`src/rtl/alu_exec_ctrl_if.sv`:
```
// Instruction issue/retire bus between the front end and alu_exec_ctrl.
// The master presents instructions; the slave (the sequencer) signals ready, done and err.
interface alu_exec_ctrl_if #(
  parameter int unsigned WIDTH_CONTROL = 4,
  parameter int unsigned REG_ADDR_W    = 4,
  parameter int unsigned IMM_W         = 8
);
  logic                     instr_valid;
  logic                     instr_ready;
  logic [WIDTH_CONTROL-1:0] instr_op;
  logic [REG_ADDR_W-1:0]    instr_rdest;
  logic [REG_ADDR_W-1:0]    instr_rsrc;
  logic                     instr_imm_en;
  logic [IMM_W-1:0]         instr_imm;
  logic                     instr_use_carry;
  logic                     done;
  logic                     err;

  modport master (
    output instr_valid, instr_op, instr_rdest, instr_rsrc,
           instr_imm_en, instr_imm, instr_use_carry,
    input  instr_ready, done, err
  );

  modport slave (
    input  instr_valid, instr_op, instr_rdest, instr_rsrc,
           instr_imm_en, instr_imm, instr_use_carry,
    output instr_ready, done, err
  );
endinterface

```
`src/rtl/alu_exec_ctrl.sv`:
```
// Issue/writeback sequencer around the 16-bit ALU: register file, operand
// fetch, ALU drive, result/flag capture, writeback and PSR ({C,L,F,N,Z}).
module alu_exec_ctrl #(
  parameter int unsigned WIDTH_DATA    = 16,
  parameter int unsigned WIDTH_CONTROL = 4,
  parameter int unsigned REG_ADDR_W    = 4,
  parameter int unsigned IMM_W         = 8
) (
  input  logic                     clk,
  input  logic                     reset_n,
  alu_exec_ctrl_if.slave           instr_bus,
  output logic [WIDTH_DATA-1:0]    alu_a,
  output logic [WIDTH_DATA-1:0]    alu_b,
  output logic [WIDTH_CONTROL-1:0] alu_control,
  output logic                     alu_carry_in,
  input  logic [WIDTH_DATA-1:0]    alu_result,
  input  logic                     alu_carry,
  input  logic                     alu_low,
  input  logic                     alu_over,
  input  logic                     alu_neg,
  input  logic                     alu_zero,
  output logic [4:0]               psr,
  input  logic [REG_ADDR_W-1:0]    dbg_addr,
  output logic [WIDTH_DATA-1:0]    dbg_data
);

  localparam int unsigned NUM_REGS = 1 << REG_ADDR_W;

  typedef enum logic [1:0] {IDLE, READ, EXEC, WB} state_t;

  typedef enum logic [WIDTH_CONTROL-1:0] {
    OP_ADD  = WIDTH_CONTROL'(0),
    OP_ADDU = WIDTH_CONTROL'(1),
    OP_SUB  = WIDTH_CONTROL'(2),
    OP_SUBU = WIDTH_CONTROL'(3),
    OP_CMP  = WIDTH_CONTROL'(4),
    OP_AND  = WIDTH_CONTROL'(5),
    OP_OR   = WIDTH_CONTROL'(6),
    OP_XOR  = WIDTH_CONTROL'(7),
    OP_LSH  = WIDTH_CONTROL'(8)
  } op_t;

  state_t                   state, state_next;
  logic [WIDTH_CONTROL-1:0] op_q;
  logic [REG_ADDR_W-1:0]    rdest_q;
  logic [REG_ADDR_W-1:0]    rsrc_q;
  logic                     imm_en_q;
  logic [IMM_W-1:0]         imm_q;
  logic                     use_carry_q;
  logic [WIDTH_DATA-1:0]    res_q;
  logic [4:0]               flag_q;
  logic [WIDTH_DATA-1:0]    rf [NUM_REGS];
  logic                     legal;
  logic                     ready_c, done_c, err_c;

  assign legal    = (op_q <= OP_LSH);
  assign dbg_data = rf[dbg_addr];

  assign instr_bus.instr_ready = ready_c;
  assign instr_bus.done        = done_c;
  assign instr_bus.err         = err_c;

  always_ff @(posedge clk or negedge reset_n) begin
    if (!reset_n) state <= IDLE;
    else          state <= state_next;
  end

  always_comb begin
    state_next = state;
    ready_c    = 1'b0;
    done_c     = 1'b0;
    err_c      = 1'b0;
    case (state)
      IDLE: begin
        ready_c = 1'b1;
        if (instr_bus.instr_valid) state_next = READ;
      end
      READ: state_next = EXEC;
      EXEC: state_next = WB;
      WB: begin
        done_c     = 1'b1;
        err_c      = ~legal;
        state_next = IDLE;
      end
      default: state_next = IDLE;
    endcase
  end

  // The alu_* outputs double as the latched operand registers, so they
  // naturally hold their last value outside EXEC.
  always_ff @(posedge clk or negedge reset_n) begin
    if (!reset_n) begin
      op_q         <= '0;
      rdest_q      <= '0;
      rsrc_q       <= '0;
      imm_en_q     <= 1'b0;
      imm_q        <= '0;
      use_carry_q  <= 1'b0;
      alu_a        <= '0;
      alu_b        <= '0;
      alu_control  <= '0;
      alu_carry_in <= 1'b0;
      res_q        <= '0;
      flag_q       <= '0;
      psr          <= '0;
      for (int unsigned i = 0; i < NUM_REGS; i++) rf[REG_ADDR_W'(i)] <= '0;
    end else begin
      case (state)
        IDLE: if (instr_bus.instr_valid) begin
          op_q        <= instr_bus.instr_op;
          rdest_q     <= instr_bus.instr_rdest;
          rsrc_q      <= instr_bus.instr_rsrc;
          imm_en_q    <= instr_bus.instr_imm_en;
          imm_q       <= instr_bus.instr_imm;
          use_carry_q <= instr_bus.instr_use_carry;
        end
        READ: begin
          alu_a        <= rf[rdest_q];
          alu_b        <= imm_en_q ? {{(WIDTH_DATA-IMM_W){imm_q[IMM_W-1]}}, imm_q}
                                   : rf[rsrc_q];
          alu_control  <= op_q;
          alu_carry_in <= use_carry_q & psr[4];
        end
        EXEC: begin
          res_q  <= alu_result;
          flag_q <= {alu_carry, alu_low, alu_over, alu_neg, alu_zero};
        end
        WB: begin
          if (legal && op_q != OP_CMP) rf[rdest_q] <= res_q;
          case (op_q)
            OP_ADD, OP_ADDU, OP_SUB, OP_SUBU:
              psr <= {flag_q[4], psr[3], flag_q[2], flag_q[1:0]};
            OP_CMP:
              psr <= {psr[4], flag_q[3], psr[2], flag_q[1:0]};
            OP_AND, OP_OR, OP_XOR, OP_LSH:
              psr <= {psr[4:2], flag_q[1:0]};
            default: ;
          endcase
        end
        default: ;
      endcase
    end
  end

endmodule

```
`src/flat_wrapper.sv`:
```
// flat-port wrapper written by rule: the top's interface ports become plain ports
module alu_exec_ctrl_flat 
#(
  parameter int unsigned WIDTH_DATA    = 16,
  parameter int unsigned WIDTH_CONTROL = 4,
  parameter int unsigned REG_ADDR_W    = 4,
  parameter int unsigned IMM_W         = 8
)
  (clk, reset_n, alu_a, alu_b, alu_control, alu_carry_in, alu_result, alu_carry, alu_low, alu_over, alu_neg, alu_zero, psr, dbg_addr, dbg_data, instr_bus_instr_valid, instr_bus_instr_op, instr_bus_instr_rdest, instr_bus_instr_rsrc, instr_bus_instr_imm_en, instr_bus_instr_imm, instr_bus_instr_use_carry, instr_bus_instr_ready, instr_bus_done, instr_bus_err);
  alu_exec_ctrl_if #(.WIDTH_CONTROL(WIDTH_CONTROL), .REG_ADDR_W(REG_ADDR_W), .IMM_W(IMM_W)) instr_bus_i ();
  input  logic clk;
  input  logic reset_n;
  output logic [WIDTH_DATA-1:0] alu_a;
  output logic [WIDTH_DATA-1:0] alu_b;
  output logic [WIDTH_CONTROL-1:0] alu_control;
  output logic alu_carry_in;
  input  logic [WIDTH_DATA-1:0] alu_result;
  input  logic alu_carry;
  input  logic alu_low;
  input  logic alu_over;
  input  logic alu_neg;
  input  logic alu_zero;
  output logic [4:0] psr;
  input  logic [REG_ADDR_W-1:0] dbg_addr;
  output logic [WIDTH_DATA-1:0] dbg_data;
  input wire logic [$bits(instr_bus_i.instr_valid)-1:0] instr_bus_instr_valid;
  input wire logic [$bits(instr_bus_i.instr_op)-1:0] instr_bus_instr_op;
  input wire logic [$bits(instr_bus_i.instr_rdest)-1:0] instr_bus_instr_rdest;
  input wire logic [$bits(instr_bus_i.instr_rsrc)-1:0] instr_bus_instr_rsrc;
  input wire logic [$bits(instr_bus_i.instr_imm_en)-1:0] instr_bus_instr_imm_en;
  input wire logic [$bits(instr_bus_i.instr_imm)-1:0] instr_bus_instr_imm;
  input wire logic [$bits(instr_bus_i.instr_use_carry)-1:0] instr_bus_instr_use_carry;
  output wire logic [$bits(instr_bus_i.instr_ready)-1:0] instr_bus_instr_ready;
  output wire logic [$bits(instr_bus_i.done)-1:0] instr_bus_done;
  output wire logic [$bits(instr_bus_i.err)-1:0] instr_bus_err;
  assign instr_bus_i.instr_valid = instr_bus_instr_valid;
  assign instr_bus_i.instr_op = instr_bus_instr_op;
  assign instr_bus_i.instr_rdest = instr_bus_instr_rdest;
  assign instr_bus_i.instr_rsrc = instr_bus_instr_rsrc;
  assign instr_bus_i.instr_imm_en = instr_bus_instr_imm_en;
  assign instr_bus_i.instr_imm = instr_bus_instr_imm;
  assign instr_bus_i.instr_use_carry = instr_bus_instr_use_carry;
  assign instr_bus_instr_ready = instr_bus_i.instr_ready;
  assign instr_bus_done = instr_bus_i.done;
  assign instr_bus_err = instr_bus_i.err;
  alu_exec_ctrl #(.WIDTH_DATA(WIDTH_DATA), .WIDTH_CONTROL(WIDTH_CONTROL), .REG_ADDR_W(REG_ADDR_W), .IMM_W(IMM_W)) u_core (.clk(clk), .reset_n(reset_n), .instr_bus(instr_bus_i), .alu_a(alu_a), .alu_b(alu_b), .alu_control(alu_control), .alu_carry_in(alu_carry_in), .alu_result(alu_result), .alu_carry(alu_carry), .alu_low(alu_low), .alu_over(alu_over), .alu_neg(alu_neg), .alu_zero(alu_zero), .psr(psr), .dbg_addr(dbg_addr), .dbg_data(dbg_data));
endmodule
```
`config.mk`:
```
export PLATFORM = sky130hd
export DESIGN_NAME = alu_exec_ctrl_flat
export DESIGN_NICKNAME = d
export VERILOG_FILES = /design/src/rtl/alu_exec_ctrl_if.sv /design/src/rtl/alu_exec_ctrl.sv /design/src/flat_wrapper.sv
export SDC_FILE = /design/constraint.sdc
export NUM_CORES = 1
export LEC_CHECK = 0
export ABC_AREA = 1
export CAP_MARGIN = 10
export CORE_MARGIN = 3
export CORE_UTILIZATION = 40
export DETAILED_ROUTE_END_ITERATION = 8
export SLEW_MARGIN = 40
export SYNTH_ARGS = -nofsm -noshare
export SYNTH_HDL_FRONTEND = slang
export SYNTH_SLANG_ARGS = --single-unit
```
`constraint.sdc`:
```
create_clock -name clk -period 5.6 [get_ports clk]
set_input_delay 1.68 -clock clk [delete_from_list [all_inputs] [get_ports clk]]
set_output_delay 1.68 -clock clk [all_outputs]
set_load 0.01 [all_outputs]
```
==> results of run 1 <==
-- path summary, 6_finish.rpt --
path                              startpoint               end  slack [ps]  depth (start not counted)
max                              dbg_addr[1]      dbg_data[11]         230                          7
min                          u_core.alu_b[5]   u_core.alu_b[5]         480                          2
max reg2reg                u_core.rdest_q[0]  u_core.alu_a[10]        2680                         10
min reg2reg                  u_core.alu_b[5]   u_core.alu_b[5]         480                          2
max in group asynchronous            reset_n    u_core.rf[104]        3520                          3
min in group asynchronous            reset_n  u_core.alu_a[13]         950                          1
-- Yosys cell counts --
cell and instances:
a21oi_1 153, a22oi_1 95, a31oi_1 1, buf_1 13, buf_12 1, buf_2 32, buf_4 4, buf_6 29
clkbuf_1 137, clkbuf_2 4, clkinv_1 2, dfrtp_1 343, ha_1 4, inv_1 228, inv_2 1, mux2_2 5
nand2_1 758, nand2_2 1, nand3_1 250, nand3_2 1, nand3_4 10, nand4_1 1, nor2_1 153, nor2_2 1
nor2_4 1, nor3_2 1, o211ai_1 105, o21ai_0 201, o21ai_1 104, o21ai_2 65, or2_1 1, or2_2 7
-- worst min-delay path, cell delays in order, from the launching register on --
cell,delay [ps]
dfrtp_1,340
nand2_1,50
nand2_1,50
-- metal layers --
metal | wire, um | track usage (%) | part of all wire, % | vias to the layer above
li1 | - | - | - | 8974
met1 | 30200 | 37.4 | 41 | 9101
met2 | 32300 | 42.2 | 44 | 1056
met3 | 7200 | 4.98 | 9.8 | 195
met4 | 3690 | 13.6 | 5.0 | 0
met5 | 0 | 0 | 0 | -
-- report_power, final --
group | total [mW] | switching (mW) | internal [mW]
sequential | 4.27 | 0.840 | 3.43
combinational | 6.00 | 4.09 | 1.91
clock | 2.69 | 1.12 | 1.56
-- stage by stage --
step | util (%) | total power, mW
final | 46.2 | 13.0
after global routing | 46.2 | 13.8
after CTS | 46.2 | 12.9
after detailed placement | 43.4 | 10.2
after global placement | 43.3 | 10.0
after floorplan | - | 7.90
-- layout by cell type (no fill, tap or decap), types with 3 or more instances in the layout --
cell	count
a21oi_1	153
a22oi_1	95
buf_12	9
buf_4	33
buf_8	3
clkbuf_1	4
clkbuf_16	41
clkbuf_8	9
clkdlybuf4s50_1	107
clkinv_2	7
clkinv_4	4
clkinvlp_4	4
dfrtp_1	341
inv_1	225
inv_2	3
mux2_2	5
nand2_1	754
nand2_4	4
nand3_1	250
nand3_4	11
nor2_1	148
nor2_4	6
o211ai_1	105
o21ai_0	201
o21ai_1	104
o21ai_2	65
or2_2	7
-- flip-flops by register name (all words and copies together), names as in the netlist, 5 cells and up --
name	flops
u_core.res_q	16
u_core.rf	256
u_core.alu_b	16
u_core.alu_a	16
u_core.imm_q	8
u_core.psr	5
u_core.flag_q	5
-- cell families after synthesis --
group                    Yosys count  synth area share (%)
adder cells (fa/ha/maj)            4                 0.250
AO/OA/AOI/OAI                    724                  21.9
flip-flops                       343                  42.9
multiplexers                       5                 0.282
buffers and inverters            451                  9.94
AND/OR/NAND/NOR                 1185                  24.7
-- area by class of cell --
class,instances,share of cell area [%]
clock inverters,19,0.782
flip-flops and latches,343,37.8
multi-input cells,1918,41.8
repair buffers,155,7.01
well taps,664,3.66
clock buffers,54,5.13
inverters,231,3.83
==> impl_results.md, run 1 <==
* Number of port buffers at 110
* Die ar. at 0.0527 mm2
* CP max stage delay at 570 ps
* Fin. max-slew vios at 0
* Fill count at 4,888
* Die H at 230 um
* Gr usage total at 27.5%
* Minimum clock period after layout at 5370 ps
* Most area-hungry cell type in the Yosys netlist: dfrtp_1
* Buffers & Inverters on Critical Path at 3
* Hold Vio Cnt, Final at 0
* DRT Pass-1 Iters at 6
* Post-DP HPWL at 42,700 um
* Synth cell types at 32
* DRT iter0 DRCs at 2,394
* Worst-Margin Slew at 850 ps
* Post-CTS Setup Bufs at 0
* H-tree depth at 2
* Yosys warning count at 0
* Final wirelength at 73,400 um
* Synth top area cells: dfrtp_1 (43%), nand2_1 (14%), nand3_1 (6.3%)
* # resized after CTS at 0
* Yosys top cell area share at 42.9%
* Fmax at 186 MHz
* CP Cell Sequence: buf_4, buf_12, o21ai_0, a21oi_1, o211ai_1, nand2_1, clkdlybuf4s50_1
* Setup_tns at 0 ps
* First-pass GRT wire length at 112,000 um
* Critical Path RT at 3920 ps
* Core ar. at 0.0492 mm2
* Gpl congestion at 0.884
* Clk pin slew, worst setup/hold paths at 60 ps
* Floorplan row count at 81
* Final setup vio count at 0
* Initial antenna violation count at 0
* Peak supply drop at 0.000325 V
* Post-route cell area at 0.0227 mm2
* Wirelength per Cell at 21.7 um
* Max_cap viols at 0
* CP max-delay cell: clkdlybuf4s50_1
* Total I/O pin count at 111
* Place WS at 293 ps
* GRT overflow at 0
* Starting Density at 40.7%
* DRC Markers at 0
* Syn Nets at 2,766
* Status: complete, no violations
* Tcrit/Tclk final at 96.0%
* Arrival @ worst endpoint at 3690 ps
* Placed cell areas at 0.0214 mm2
* Layout cells sized above 1 at 8.31%
* Flop and latch count out of synthesis at 343
* Hold_buf cts at 0
* Nets at 2,743
* Vias in the first global route at 18,400
* Slack of the critical path at 226 ps
* Register area at 0.00859 mm2
* Setup CP Type: input pin to output port
* Clock Skews at 15.2 ps
* CTS tree: yes
* Worst min-delay path category: flop to flop
* Multi-input gate area at 0.00950 mm2
* Later-pin clock latency in the skew report at 570 ps
* Max Fanout on Critical Path at 53
* Die W at 230 um
* Non-filler instance count after layout at 3,384
* Largest delay share family, worst path: buffers and inverters
* Worst hold slack at 477 ps
* Vias at 19,300
* ANT cells at 0
* Vias per cell at 5.71
* Mapped Cells at 2,712
* Syn avg cell area at 7.37 um2
* Syn-to-layout area delta at 13.7%
* Sink Count at 343
* Max Buffers Root-to-Sink at 3
* TritonCTS Buffers at 40
* Worst setup EP type: output port
* LEAKAGE at 10.3 nW
* Cells after DPL at 3,310
* Mapped Area at 0.0200 mm2
* PD cells at 570 mW/mm2
* Rel. slew slack at 43.2%
* RSZ-0062 raised after global routing: no
* Critical path launch point type: input pin
* Root Buffer: clkbuf_16
* Post-route antenna net violation count at 0
* Largest net degree at the start of global routing at 109
* Sequential area share after synthesis at 42.9%
Power figures use the tool's default switching activity.
==> run 2, diff against run 1 <==
--- a/config.mk
+++ b/config.mk
@@ -10,6 +10,7 @@
 export CORE_MARGIN = 3
 export CORE_UTILIZATION = 40
 export DETAILED_ROUTE_END_ITERATION = 8
+export GPL_ROUTABILITY_DRIVEN = 0
 export SLEW_MARGIN = 40
 export SYNTH_ARGS = -nofsm -noshare
 export SYNTH_HDL_FRONTEND = slang
==> results of run 2 <==
Same layout as run 1: the final DEF is identical, and so are final timing and power.
==> run 3, diff against run 2 <==
--- a/config.mk
+++ b/config.mk
@@ -15,3 +15,4 @@
 export SYNTH_ARGS = -nofsm -noshare
 export SYNTH_HDL_FRONTEND = slang
 export SYNTH_SLANG_ARGS = --single-unit
+export TNS_END_PERCENT = 10
==> results of run 3 <==
Same layout as run 1: the final DEF is identical, and so are final timing and power.
